`src/rtl/pool_unit_mc.sv`:
```
// Multi-channel streaming pooling unit: reduces channel-interleaved signed samples
// over a 2^LOG2_WIN window per channel (average or max), then drains one result per channel.
module pool_unit_mc #(
    parameter int unsigned DATA_W   = 32,
    parameter int unsigned CH       = 4,
    parameter int unsigned LOG2_WIN = 2
) (
    input  logic                                   clk,
    input  logic                                   rst,
    input  logic                                   mode,
    input  logic                                   flush,
    input  logic [DATA_W-1:0]                      in_data,
    input  logic                                   in_valid,
    output logic                                   in_ready,
    output logic [DATA_W-1:0]                      out_data,
    output logic [((CH > 1) ? $clog2(CH) : 1)-1:0] out_ch,
    output logic                                   out_valid,
    input  logic                                   out_ready,
    output logic                                   busy
);

    localparam int unsigned CW  = (CH > 1) ? $clog2(CH) : 1;
    localparam int unsigned AW  = DATA_W + LOG2_WIN;
    localparam int unsigned WIN = 1 << LOG2_WIN;

    typedef enum logic {ACCUM, DRAIN} state_t;

    state_t               state, state_d;
    logic [CW-1:0]        ch_cnt;
    logic [LOG2_WIN-1:0]  win_cnt;
    logic signed [AW-1:0] acc [CH];
    logic                 mode_q;

    logic                 in_xfer, out_xfer, last_in, last_out;
    logic signed [AW-1:0] sx, cur, acc_d, drain_acc;
    logic [CW-1:0]        drain_idx;
    logic [DATA_W-1:0]    drain_res;

    assign in_xfer  = in_valid && in_ready && !flush && (state == ACCUM);
    assign last_in  = in_xfer && (ch_cnt == CW'(CH - 1)) && (win_cnt == LOG2_WIN'(WIN - 1));
    assign out_xfer = out_valid && out_ready;
    assign last_out = out_xfer && (out_ch == CW'(CH - 1));

    // Next-state logic; flush overrides everything
    always_comb begin
        state_d = state;
        case (state)
            ACCUM:   if (last_in)  state_d = DRAIN;
            DRAIN:   if (last_out) state_d = ACCUM;
            default: state_d = ACCUM;
        endcase
        if (flush) state_d = ACCUM;
    end

    always_ff @(posedge clk or posedge rst) begin
        if (rst) state <= ACCUM;
        else     state <= state_d;
    end

    // Per-channel reduction; the first sample of a window needs no mode, so mode_q can load alongside it
    always_comb begin
        sx  = {{LOG2_WIN{in_data[DATA_W-1]}}, in_data};
        cur = acc[ch_cnt];
        if (win_cnt == '0)  acc_d = sx;
        else if (mode_q)    acc_d = (sx > cur) ? sx : cur;
        else                acc_d = cur + sx;
    end

    always_comb begin
        drain_idx = out_valid ? (out_ch + CW'(1)) : '0;
        drain_acc = acc[drain_idx];
        drain_res = mode_q ? DATA_W'(drain_acc) : DATA_W'(drain_acc >>> LOG2_WIN);
    end

    always_ff @(posedge clk or posedge rst) begin
        if (rst) begin
            in_ready  <= 1'b0;
            out_valid <= 1'b0;
            out_data  <= '0;
            out_ch    <= '0;
            busy      <= 1'b0;
            ch_cnt    <= '0;
            win_cnt   <= '0;
            mode_q    <= 1'b0;
            for (int i = 0; i < CH; i++) acc[i] <= '0;
        end else begin
            in_ready <= (state_d == ACCUM);
            if (flush) begin
                out_valid <= 1'b0;
                busy      <= 1'b0;
                ch_cnt    <= '0;
                win_cnt   <= '0;
            end else begin
                if (in_xfer) begin
                    busy         <= 1'b1;
                    acc[ch_cnt]  <= acc_d;
                    if (ch_cnt == '0 && win_cnt == '0) mode_q <= mode;
                    if (ch_cnt == CW'(CH - 1)) begin
                        ch_cnt  <= '0;
                        win_cnt <= win_cnt + LOG2_WIN'(1);
                    end else begin
                        ch_cnt  <= ch_cnt + CW'(1);
                    end
                end
                // Present the next channel on entry or after each accepted result
                if (state == DRAIN && (!out_valid || out_xfer)) begin
                    if (last_out) begin
                        out_valid <= 1'b0;
                        busy      <= 1'b0;
                    end else begin
                        out_valid <= 1'b1;
                        out_ch    <= drain_idx;
                        out_data  <= drain_res;
                    end
                end
            end
        end
    end

endmodule

```
`config.mk`:
```
export PLATFORM = sky130hd
export DESIGN_NAME = pool_unit_mc
export DESIGN_NICKNAME = d
export VERILOG_FILES = /design/src/rtl/pool_unit_mc.sv
export SDC_FILE = /design/constraint.sdc
export NUM_CORES = 1
export LEC_CHECK = 0
export ABC_AREA = 1
export BUFFER_PORTS_ARGS = -buffer_cell sky130_fd_sc_hd__buf_2
export CAP_MARGIN = 20
export CORE_ASPECT_RATIO = 0.7
export CORE_UTILIZATION = 60
export CTS_BUF_LIST = sky130_fd_sc_hd__clkbuf_4
export DETAILED_ROUTE_END_ITERATION = 7
export GPL_TIMING_DRIVEN = 0
export PLACE_DENSITY = 0.87
export SLEW_MARGIN = 20
export SYNTH_ARGS = -nofsm -noshare
export SYNTH_HDL_FRONTEND = slang
export SYNTH_SLANG_ARGS = --single-unit
```
`constraint.sdc`:
```
create_clock -name clk -period 6.7 [get_ports clk]
set_input_delay 1.34 -clock clk [delete_from_list [all_inputs] [get_ports clk]]
set_output_delay 1.34 -clock clk [all_outputs]
set_load 0.03 [all_outputs]
```
Word-level counts from Yosys, hierarchy flattened
Cells that the tools add are included.
{"block": "classes", "addsub": 4, "n_eq_ne": 3, "order_cmp": 4, "mux": 30, "n_reduce_logical": 22, "bitwise_logic": 6}
{"operator": "2-to-1 mux 34 bit", "count": 8}
{"operator": "binary-select mux 34 bit (select 2 bit)", "count": 2}
{"operator": "bitwise mux 136 bit", "count": 1}
{"operator": "demux 34 bit (select 2 bit)", "count": 1}
{"operator": "adder 34 x 32 -> 34 bit", "count": 1}
{"operator": "> comparator 32 x 34 -> 1 bit", "count": 1}
{"operator": "2-to-1 mux 32 bit", "count": 1}
{"operator": "2-to-1 mux 2 bit", "count": 7}
{"operator": "logical AND 1 bit", "count": 10}
{"operator": "2-to-1 mux 1 bit", "count": 9}
{"operator": "adder 2 x 1 -> 2 bit (second input constant)", "count": 3}
{"operator": "equality test 2 bit (second input constant)", "count": 3}
{"operator": ">= comparator 3 bit (second input constant)", "count": 2}
{"operator": "inverter 2 -> 3 bit", "count": 2}
{"operator": "AND reduction 3 bit", "count": 2}
{"operator": "nonzero test 2 bit", "count": 3}
{"operator": "zero test 2 bit", "count": 2}
{"operator": "inverter 1 bit", "count": 4}
{"operator": "AND reduction 2 bit", "count": 2}
{"operator": "less-than comparator 3 x 1 -> 1 bit (second input constant)", "count": 1}
{"operator": "zero test 1 bit", "count": 2}
{"operator": "one-hot mux 1 bit (2 select lines)", "count": 1}
{"operator": "logical OR 1 bit", "count": 1}
{"block": "word_totals", "in_bits": 38, "regBits": 179, "wordCells": 82}

Logic depth before layout (Yosys ltp)
{"block": "logic_depth", "ltp_word": 9, "mapped_depth": 26}

Least setup slack after synthesis
No wires, ideal clock.
{"block": "synth_path", "kind": "in2reg", "start": "input port in_data[0]", "end": "register acc[10] (netlist name)", "required_time_ns": 6.582, "cell_stages": 13, "path_slack_ns": 3.462, "path_buffers": 0, "arrival_ns": 3.120, "cell_sequence": "ha_1 -> fa_1 -> nand3_1 -> nand2_1 -> a21boi_1 -> o21ai_0 -> or2_2 -> nand3_1 -> nand2_1 -> inv_1 -> nand2_2 -> nand3_1 -> nand2_1"}
{"block": "synth_via", "elab_chain_cells": 5, "word_cells_on_any_way": 6}
{"item": "start: declaration", "line": "12", "source": "input logic [DATA_W-1:0] in_data,"}
{"item": "> comparator 32 x 34 -> 1 bit", "line": "65", "source": "else if (mode_q) acc_d = (sx > cur) ? sx : cur;"}
{"item": "2-to-1 mux 34 bit", "line": "65"}
{"item": "2-to-1 mux 34 bit (*)", "line": "65"}
{"item": "2-to-1 mux 34 bit (*)", "line": "64", "source": "if (win_cnt == '0) acc_d = sx;"}
{"item": "bitwise mux 136 bit (*)", "line": "96", "source": "acc[ch_cnt] <= acc_d;"}
{"item": "end signal: indexed assignment", "line": "96"}
{"item": "end: declaration", "line": "31", "source": "logic signed [AW-1:0] acc [CH];"}
Every way passes the cells marked *; elsewhere a longest branch is shown, timed or not.
A chain may end at the register's enable or synchronous reset.

Worst setup path in the final report
{"block": "layout_path", "start": "register ch_cnt[0]", "end": "register acc[30] (netlist name)"}
{"block": "layout_via", "elab_chain_cells": 9, "word_cells_on_any_way": 15}
{"item": "start: declaration", "line": "29", "source": "logic [CW-1:0] ch_cnt;"}
{"item": "start signal: assignment", "line": "102", "source": "ch_cnt <= ch_cnt + CW'(1);"}
{"item": "inverter 2 -> 3 bit (implied by the code) (*)", "line": "63, 96"}
{"item": "binary-select mux 34 bit (select 2 bit)", "line": "63", "source": "cur = acc[ch_cnt];"}
{"item": "2-to-1 mux 34 bit (implied by the code) (2 in a row)", "line": "63"}
{"item": "> comparator 32 x 34 -> 1 bit", "line": "65"}
{"item": "2-to-1 mux 34 bit (2 in a row)", "line": "65"}
{"item": "2-to-1 mux 34 bit", "line": "64"}
{"item": "bitwise mux 136 bit (*)", "line": "96"}
Every way passes the cells marked *; elsewhere a longest branch is shown, timed or not. The select of a mux whose other input is x is not followed.

==> qor.csv <==
metric,value,unit
final global-route overflow total,0,
yosys warns,0,
die area,0.0239,mm²
Inserted Clock Buffers,17,
first-pass GRT wire length,84.2,mm
Max Cap Viol,0,
Max Root-Sink Buffers,2,
Port Buffer Count,74,
postcts setup bufs,0,
IO Pins,75,
initial antenna violation count,0,
min-delay worst type,reg -> reg,
filler instances,2061,
hold bufs inserted after CTS,0,
Slew @ Worst Pin,1120,ps
slowest cell on the critical path,o21ai_0,
Worst-path clk slew,140,ps
critical path class,reg -> reg,
"Hold Violations, Final",0,
Slew HR,0.249,
Worst Clk Skew,29.5,ps
largest area contributor in the netlist,dfrtp_1,
initial DRC count,2435,
syn_nets,2266,
GP Congestion,1.12,
DPL Wire Length,43.5,mm
number of synthesized flops with an enable pin,0,
final wirelength,56.7,mm
GRT Total Usage,0.482,
max incr delay on CP,780,ps
Main synth FF type,dfrtp_1,
Synth Instances,2142,
post-synthesis cell area,0.0140,mm²
Syn Area/Cell,6.52,µm²
Leakage,8.00,nW
most frequent cells after synthesis,"nand2_1, inv_1, nand3_1",
vias in the first global route,14500,
DIE HEIGHT,130,µm
Finished Layout Cells,2564,
Worst VDD drop,349,µV
Setup crit end kind,flop,
worst path cell trace,buf_2 -> buf_2 -> buf_2 -> nand2_1 -> a32oi_1 -> ha_1 -> fa_1 -> nand3_1 -> nand2_1 -> a21boi_1 -> o21ai_0 -> nand3_1 -> nand2_1 -> nand2_1 -> nand3_1 -> nand3_2 -> nand3_1 -> nand2_1,
Synth Register Bits,179,
crit start category,flop,
f_max,185,MHz
status,"complete, no violations",
Worst-Skew Late Latency,620,ps
Finished Core Util,0.665,
initial core utilization,0.614,
wire per inst,22.1,µm
CP max FO,10,
pwr dens,553,mW/mm²
share of cells above drive strength 1,0.0831,
pin count of the biggest net entering global routing,91,
top-area cell type share of the netlist area,0.321,
FP Rows,46,
cell with the most instances after synthesis,nand2_1,
sequential-to-total area share from yosys stat,0.321,
core footprint,0.0227,mm²
root buffer cell,clkbuf_4,
Layout area overhead,8.22,%
most frequent CP cell,nand2_1,
drt pass-1 iters,7,
WP data required,7210,ps
"antenna viol nets, final",0,
Area contributors post-synth,"dfrtp_1, nand2_1, nand3_1",
# setup viols final,0,
DRC,0,
asr flop ratio synth,1.00,
CTS tree,built,
nets@finish,2362,
H-Tree Depth,4,
dpl cells,2531,
post_cts resized,0,
Via density,6.32,
DR vias,16200,
min Tclk post-route,5410,ps
total power draw,0.00837,W
crit share post-route,0.807,
DIE WIDTH,184,µm
Sink Count,179,
RSZ-0062 raised after global routing,false,
"Slew Viols, Final",0,
Worst EP arrival,5910,ps
synth unique cells,42,
[worst paths after layout]
kind	end	start	slack, ps	cells after the start
worst min-delay path	acc[112]	acc[112]	500	2
min in group asynchronous	out_data[12]	rst	820	3
max in group asynchronous	acc[103]	rst	5470	3
worst max-delay path	acc[30]	ch_cnt[0]	1300	18
worst min register to register	acc[112]	acc[112]	500	2
worst max register to register	acc[30]	ch_cnt[0]	1300	18
[metrics by stage]
| stage | worst slack, ps | instance area (µm²) | TNS [ps] | hold slack [ps] |
|---|---|---|---|---|
| after floorplan | 501 | 14000 | 0 | 449 |
| after global placement | -1460 | 14700 | -257930 | 466 |
| after detailed placement | 1630 | 14800 | 0 | 466 |
| after CTS | 1560 | 15100 | 0 | 498 |
| after global routing | 1290 | 15100 | 0 | 512 |
| final | 1300 | 15100 | 0 | 500 |
[routing by layer]
| metal | vias up | global-route usage | share of wire | wire length, µm |
|---|---|---|---|---|
| li1 | 7140 | - | - | - |
| met1 | 7422 | 0.668 | 0.39 | 22400 |
| met2 | 1389 | 0.645 | 0.38 | 21300 |
| met3 | 250 | 0.192 | 0.18 | 10000 |
| met4 | 0 | 0.236 | 0.054 | 3060 |
| met5 | - | 0 | 0 | 0 |
[power breakdown]
group          total (W)  internal, W  switching (W)
clock network   0.000711     0.000309       0.000402
registers        0.00180      0.00147       0.000326
logic            0.00586      0.00167        0.00419
[area by class of cell]
type                            count  area [µm²]  share of cell area
Multi-Input combinational cell   1609        8090               0.535
Sequential cell                   179        4480               0.296
Inverter                          253         957              0.0633
Buffer                            101         449              0.0297
Timing Repair Buffer               77         430              0.0285
Tap cell                          312         390              0.0258
Clock inverter                     11         160              0.0106
Clock buffer                       21         158              0.0104
Antenna cell                        1        2.50            0.000166
[worst max-delay path, delay by kind of cell, from the launching register on]
kind	cells	cell delay [ps]
AOI/OAI and AO/OA	3	1540
and+or+nand+nor	10	1430
buffers and inverters	3	1060
adders and majority gates	2	710
DFF	1	530
[placed cells by master (no fill, tap or decap), types with 4 or more instances in the layout]
cell | netlist | routed
o22a_1 | 28 | 28
or2_2 | 8 | 8
nor2_1 | 176 | 176
o21bai_1 | 4 | 4
nand3_2 | 11 | 11
nand2_1 | 670 | 670
nor3_1 | 10 | 10
inv_1 | 244 | 243
ha_1 | 85 | 85
o21ai_0 | 115 | 114
nand2_2 | 22 | 22
clkbuf_4 | 0 | 21
buf_2 | 20 | 95
bufinv_16 | 0 | 4
dfrtp_1 | 179 | 179
clkinv_1 | 6 | 9
clkbuf_1 | 71 | 71
nor2_2 | 4 | 4
nand4_1 | 17 | 17
o22ai_1 | 4 | 4
a21oi_1 | 161 | 161
nand3_1 | 221 | 221
a32oi_1 | 34 | 34
o21ai_1 | 15 | 16
a21o_1 | 5 | 5
[registers in the layout, summed over array words and instances (netlist names), 2 cells and up]
register  flops
win_cnt       2
acc         136
out_ch        2
out_data     32
ch_cnt        2
[kinds of logic after synthesis]
| logic type | count (synthesis) | share of synthesized area |
|---|---|---|
| compound gates | 378 | 0.157 |
| flops | 179 | 0.321 |
| fa+ha+maj | 86 | 0.0776 |
| buf+inv | 354 | 0.100 |
| simple gates | 1145 | 0.345 |
(Power assumes the default switching activity.)
